`config.mk`:
```
export PLATFORM = sky130hd
export DESIGN_NAME = hazard_stall_ctrl
export DESIGN_NICKNAME = d
export VERILOG_FILES = /design/src/rtl/hazard_stall_ctrl.sv
export SDC_FILE = /design/constraint.sdc
export NUM_CORES = 1
export LEC_CHECK = 0
export CELL_PAD_IN_SITES_DETAIL_PLACEMENT = 0
export CELL_PAD_IN_SITES_GLOBAL_PLACEMENT = 1
export CORE_MARGIN = 2
export CORE_UTILIZATION = 20
export CTS_BUF_LIST = sky130_fd_sc_hd__clkbuf_8
export DETAILED_ROUTE_END_ITERATION = 10
export HOLD_SLACK_MARGIN = 0.05
export PLACE_DENSITY = 0.83
export SYNTH_ARGS = -nofsm -noshare
export SYNTH_HDL_FRONTEND = slang
export SYNTH_SLANG_ARGS = --single-unit
```
`constraint.sdc`:
```
create_clock -name clock -period 2.95 [get_ports clock]
set_clock_uncertainty 0.1 [all_clocks]
set_input_delay 0.59 -clock clock [delete_from_list [all_inputs] [get_ports clock]]
set_output_delay 0.59 -clock clock [all_outputs]
set_load 0.02 [all_outputs]
```
`src/rtl/hazard_stall_ctrl.sv`:
```
// Hazard/stall controller: load-use bubbles, mult/div front-end hold, branch flush.
// Ports: clock/reset (async active-low); fd_insn, dx_insn, branch_taken, md_ready in;
// stall_pc/fd/dx, nop_dx/xm, flush_fd, ctrl_mult/div, md_error, md_busy out.
// Optional STALL_PERF_CNT_EN adds perf_lu_stalls / perf_md_stalls (32-bit, wrapping).
module hazard_stall_ctrl #(
    parameter int MD_TIMEOUT = 40,
    parameter int CNT_W      = 6
) (
    input  logic        clock,
    input  logic        reset,
    input  logic [31:0] fd_insn,
    input  logic [31:0] dx_insn,
    input  logic        branch_taken,
    input  logic        md_ready,
    output logic        stall_pc,
    output logic        stall_fd,
    output logic        stall_dx,
    output logic        nop_dx,
    output logic        nop_xm,
    output logic        flush_fd,
    output logic        ctrl_mult,
    output logic        ctrl_div,
    output logic        md_error,
    output logic        md_busy
`ifdef STALL_PERF_CNT_EN
    ,
    output logic [31:0] perf_lu_stalls,
    output logic [31:0] perf_md_stalls
`endif
);

    localparam logic [4:0] OP_R    = 5'b00000;
    localparam logic [4:0] OP_BNE  = 5'b00010;
    localparam logic [4:0] OP_JR   = 5'b00100;
    localparam logic [4:0] OP_ADDI = 5'b00101;
    localparam logic [4:0] OP_BLT  = 5'b00110;
    localparam logic [4:0] OP_SW   = 5'b00111;
    localparam logic [4:0] OP_LW   = 5'b01000;
    localparam logic [4:0] OP_BEQ  = 5'b01001;
    localparam logic [4:0] OP_LED  = 5'b01010;
    localparam logic [4:0] OP_CAP  = 5'b01011;
    localparam logic [4:0] ALU_MUL = 5'b00110;
    localparam logic [4:0] ALU_DIV = 5'b00111;

    typedef enum logic {MD_IDLE, MD_WAIT} md_state_t;

    md_state_t        state, state_nxt;
    logic [CNT_W-1:0] cnt, cnt_nxt;

    logic [4:0] fd_op, fd_rd, fd_rs1, fd_rs2, fd_alu;
    logic [4:0] dx_op, dx_rd, dx_alu;
    logic       fd_r, fd_sw, fd_rd_src;
    logic       use_rs1, use_rs2;
    logic       dx_lw, dx_mul, dx_div;
    logic       lu_hazard;
    logic       md_stall, lu_stall;

    assign fd_op  = fd_insn[31:27];
    assign fd_rd  = fd_insn[26:22];
    assign fd_rs1 = fd_insn[21:17];
    assign fd_rs2 = fd_insn[16:12];
    assign fd_alu = fd_insn[6:2];
    assign dx_op  = dx_insn[31:27];
    assign dx_rd  = dx_insn[26:22];
    assign dx_alu = dx_insn[6:2];

    logic unused_bits;
    assign unused_bits = ^{fd_insn[11:7], fd_insn[1:0],
                           dx_insn[21:7], dx_insn[1:0]};

    assign fd_r  = (fd_op == OP_R);
    assign fd_sw = (fd_op == OP_SW);

    assign use_rs1 = fd_r || fd_sw
                  || (fd_op == OP_ADDI) || (fd_op == OP_LW)
                  || (fd_op == OP_BNE)  || (fd_op == OP_BLT)
                  || (fd_op == OP_BEQ)  || (fd_op == OP_LED)
                  || (fd_op == OP_CAP);

    // sll/sra put a shift amount where rs2 would be
    assign use_rs2 = fd_r && (fd_alu[4:1] != 4'b0010);

    // sw's rd (store data) is left out: W->M bypass covers it
    assign fd_rd_src = (fd_op == OP_BNE) || (fd_op == OP_BLT)
                    || (fd_op == OP_BEQ) || (fd_op == OP_JR)
                    || (fd_op == OP_LED);

    assign dx_lw  = (dx_op == OP_LW);
    assign dx_mul = (dx_op == OP_R) && (dx_alu == ALU_MUL);
    assign dx_div = (dx_op == OP_R) && (dx_alu == ALU_DIV);

    assign lu_hazard = dx_lw && (dx_rd != 5'd0)
                    && ((use_rs1 && (fd_rs1 == dx_rd))
                     || (use_rs2 && (fd_rs2 == dx_rd))
                     || (fd_rd_src && (fd_rd == dx_rd)));

    always_ff @(posedge clock or negedge reset) begin
        if (!reset) begin
            state <= MD_IDLE;
            cnt   <= '0;
        end else begin
            state <= state_nxt;
            cnt   <= cnt_nxt;
        end
    end

    always_comb begin
        state_nxt = state;
        cnt_nxt   = cnt;
        md_stall  = 1'b0;
        lu_stall  = 1'b0;
        stall_pc  = 1'b0;
        stall_fd  = 1'b0;
        stall_dx  = 1'b0;
        nop_dx    = 1'b0;
        nop_xm    = 1'b0;
        flush_fd  = 1'b0;
        ctrl_mult = 1'b0;
        ctrl_div  = 1'b0;
        md_error  = 1'b0;
        md_busy   = 1'b0;
        // outputs held low while reset is asserted, whatever the latches hold
        if (reset) begin
            md_busy = (state == MD_WAIT);
            unique case (state)
                MD_IDLE: begin
                    if ((dx_mul || dx_div) && !branch_taken) begin
                        ctrl_mult = dx_mul;
                        ctrl_div  = dx_div;
                        md_stall  = 1'b1;
                        state_nxt = MD_WAIT;
                        cnt_nxt   = '0;
                    end
                end
                MD_WAIT: begin
                    // release cycle: stalls drop so the op moves into X/M
                    if (md_ready) begin
                        state_nxt = MD_IDLE;
                        cnt_nxt   = '0;
                    end else if (cnt == CNT_W'(MD_TIMEOUT - 1)) begin
                        md_error  = 1'b1;
                        state_nxt = MD_IDLE;
                        cnt_nxt   = '0;
                    end else begin
                        md_stall = 1'b1;
                        cnt_nxt  = (cnt == '1) ? cnt : cnt + 1'b1;
                    end
                end
                default: state_nxt = MD_IDLE;
            endcase
            if (md_stall) begin
                stall_pc = 1'b1;
                stall_fd = 1'b1;
                stall_dx = 1'b1;
                nop_xm   = 1'b1;
            end else if (branch_taken) begin
                flush_fd = 1'b1;
                nop_dx   = 1'b1;
            end else if (lu_hazard) begin
                lu_stall = 1'b1;
                stall_pc = 1'b1;
                stall_fd = 1'b1;
                nop_dx   = 1'b1;
            end
        end
    end

`ifdef STALL_PERF_CNT_EN
    always_ff @(posedge clock or negedge reset) begin
        if (!reset) begin
            perf_lu_stalls <= '0;
            perf_md_stalls <= '0;
        end else begin
            if (lu_stall)
                perf_lu_stalls <= perf_lu_stalls + 32'd1;
            if (md_stall)
                perf_md_stalls <= perf_md_stalls + 32'd1;
        end
    end
`else
    logic unused_perf;
    assign unused_perf = lu_stall;
`endif

endmodule

```
==> results.json, run 1 <==
{
  "status": "completed",
  "synth_top_area_cell": "dfrtp_1",
  "synth-edff-count": 0,
  "wl_met3_um": 167,
  "leakagePower_uw": 0.000731,
  "yosysUniqueCellTypes": 39,
  "drive_above_1_share_pct": 30.0,
  "setup_viol_count_final": 0,
  "cts.sinks": 7,
  "coreArea_mm2": 0.00394,
  "wl_per_cell_um": 12.3,
  "p_per_area_mw_per_mm2": 262,
  "io_buffers": 52,
  "core.rowCount": 23,
  "initial_core_util_pct": 20.3,
  "grt_pass1_wl_um": 4670,
  "async_reset_ff_share_pct": 100,
  "syn_nets": 165,
  "dp_hpwl_um": 2270,
  "h-tree-depth": 1,
  "total_power_uw": 431,
  "hold_violations": 0,
  "grt_pass1_vias": 1057,
  "synth-main-ff-cell": "dfrtp_1",
  "vias": 994,
  "top_layer_used": "met4",
  "die_h_um": 67.3,
  "track_usage_pct": 13.4,
  "cp.required_ns": 2.26,
  "wl_met2_um": 1410,
  "seq_area_frac_synth_pct": 21.8,
  "drt_first_pass_iters": 5,
  "endpoint_kind": "output port",
  "cts_tree": "built",
  "period_minus_slack_ns": 2.86,
  "fp.dieW_um": 67.3,
  "vias_per_cell": 4.52,
  "dieArea_mm2": 0.00453,
  "root_buffer": "clkbuf_8",
  "synth_cells": 96,
  "clk_latency_ns": 0.23,
  "hold_path.class": "flop to flop",
  "relSlewSlack_pct": 76.1,
  "start_kind": "input port",
  "nets": 240,
  "synth_area_um2": 802,
  "first_iter_violations": 18,
  "avgSynthCellArea_um2": 8.35,
  "antenna_found_initial": 0,
  "clockBufferDepth": 2,
  "io_pins": 78,
  "rsz0062_at_grt": "false",
  "area_growth_pct": 105,
  "drt_wl_total_um": 2710,
  "cp_max_fo": 3,
  "yosys_warnings": 0,
  "ant_nets": 0,
  "yosysMostFrequentCell": "xnor2_1",
  "tightest_slew_ns": 0.356,
  "slew_violations": 0,
  "ys_ff_latch": 7,
  "synth_commonest_cells": "11 x xnor2_1, 8 x nand2_1, 8 x nand3_1, 8 x nor2_1, 7 x dfrtp_1",
  "synthDominantCellAreaShare_pct": 21.8,
  "holdBufCountCts": 0,
  "drc": 0,
  "fmax_mhz": 350,
  "numCtsBuffers": 3,
  "max-cap-violations": 0,
  "peakVddDrop_uv": 121,
  "grt_max_degree": 9,
  "fin_setup_tns_ns": 0,
  "place_congestion": 0.744,
  "path_clk_slew_ns": 0.04,
  "diodes": 0,
  "min_period_over_period_pct": 96.9,
  "grt-ovfl-total": 0,
  "arrival_ns": 2.17,
  "route.layer.met1.wl_um": 1120,
  "worstSetupPathType": "input port to output port",
  "synth.area.top_cells": "dfrtp_1 22%, xnor2_1 12%, nand3_1 5.0%"
}
[metrics by stage]
stage | worst slack [ns] | utilization, % | hold slack, ns | cells | area, µm²
final | 0.0910 | 41.8 | 0.464 | 220 | 1650
after global routing | 0.00163 | 41.8 | 0.490 | 220 | 1650
after CTS | 0.00470 | 41.9 | 0.463 | 220 | 1650
after detailed placement | -0.840 | 38.7 | 0.454 | 216 | 1520
after global placement | -0.637 | 38.7 | 0.430 | 216 | 1520
after floorplan | 0.171 | - | 0.194 | 96 | 802
[cell type report]
| class | count | area [µm²] |
|---|---|---|
| Tap cell | 50 | 62.6 |
| Fill cell | 391 | 2290 |
| Sequential cell | 7 | 175 |
| Inverter | 4 | 15.0 |
| Multi-Input combinational cell | 82 | 702 |
| Timing Repair Buffer | 73 | 648 |
| Clock buffer | 3 | 41.3 |
| Clock inverter | 1 | 3.75 |
[placed cells by master, fill, tap and decap left out, types with 2 or more instances in the layout]
master / Yosys / final
nor2_1: 8 / 7
buf_6: 0 / 3
nor3b_1: 2 / 2
and3_1: 2 / 2
o21ai_2: 1 / 2
clkdlybuf4s50_1: 0 / 20
clkdlybuf4s15_1: 0 / 7
nor3_1: 4 / 3
xnor2_1: 11 / 11
xor2_1: 4 / 4
dlymetal6s2s_1: 0 / 6
nand3_1: 8 / 7
dlygate4sd2_1: 0 / 9
nand2_1: 8 / 8
inv_1: 4 / 5
clkbuf_2: 0 / 7
nor4_2: 0 / 2
dfrtp_1: 7 / 7
buf_4: 2 / 20
clkbuf_8: 0 / 3
nor4_1: 4 / 2
o22a_1: 3 / 3
[worst paths after layout]
| check | startpoint | to | slack [ns] | cells past startpoint |
|---|---|---|---|---|
| min in group asynchronous | reset | state | 0.55 | 2 |
| setup reg to reg | cnt[1] | state | 1.10 | 8 |
| hold reg to reg | cnt[5] | cnt[5] | 0.46 | 1 |
| hold / removal | cnt[5] | cnt[5] | 0.46 | 1 |
| max in group asynchronous | reset | cnt[4] | 1.92 | 3 |
| setup / recovery | fd_insn[28] | stall_fd | 0.09 | 7 |
[kinds of logic (layout without fill, tap and decap cells)]
logic type	after synthesis	in the layout	share of synthesized area, %
buffers and inverters	7	81	4.21
multiplexers	2	2	2.65
flip-flops	7	7	21.8
AO/OA/AOI/OAI	18	18	20.7
AND/OR/NAND/NOR	46	46	32.6
adder cells (fa/ha/maj)	1	1	1.56
XOR/XNOR	15	15	16.4
[report_power, final]
part / internal (µW) / leakage, µW / switching (µW) / total, µW
clock network: 90.0 / 0.0000269 / 42.3 / 132
registers: 106 / 0.0000946 / 10.7 / 117
logic: 105 / 0.000610 / 77.0 / 182
[critical path, cell delays in order]
cell	delay [ns]
clkdlybuf4s15_1	0.23
nor2_1	0.08
a211o_1	0.27
a2111oi_4	0.43
nor2b_4	0.08
a221oi_4	0.32
buf_6	0.17
[layer usage]
layer  up-vias  global-route usage, %
met5         -                      0
met4         0                   2.81
met3         2                   2.67
met2        36                   25.0
met1       452                   15.7
li1        504                      -
[flip-flops by register name, indices dropped and copies added, names as in the netlist]
| signal | count |
|---|---|
| cnt | 6 |
| state | 1 |
[what timing repair did]
item	4_1_cts	5_1_grt
setup endpoints to repair	9	7
pin swaps	13	11
buffers inserted	1	0
gates resized for setup	61	24
Note: power is estimated with default switching activity, not from simulation.
==> run 2: changes to the inputs <==
--- a/config.mk
+++ b/config.mk
@@ -5,6 +5,7 @@
 export SDC_FILE = /design/constraint.sdc
 export NUM_CORES = 1
 export LEC_CHECK = 0
+export ABC_CLOCK_PERIOD_IN_PS = 2950
 export CELL_PAD_IN_SITES_DETAIL_PLACEMENT = 0
 export CELL_PAD_IN_SITES_GLOBAL_PLACEMENT = 1
 export CORE_MARGIN = 2
==> results of run 2 <==
The final DEF is identical to that of run 1; final timing and power are the same.
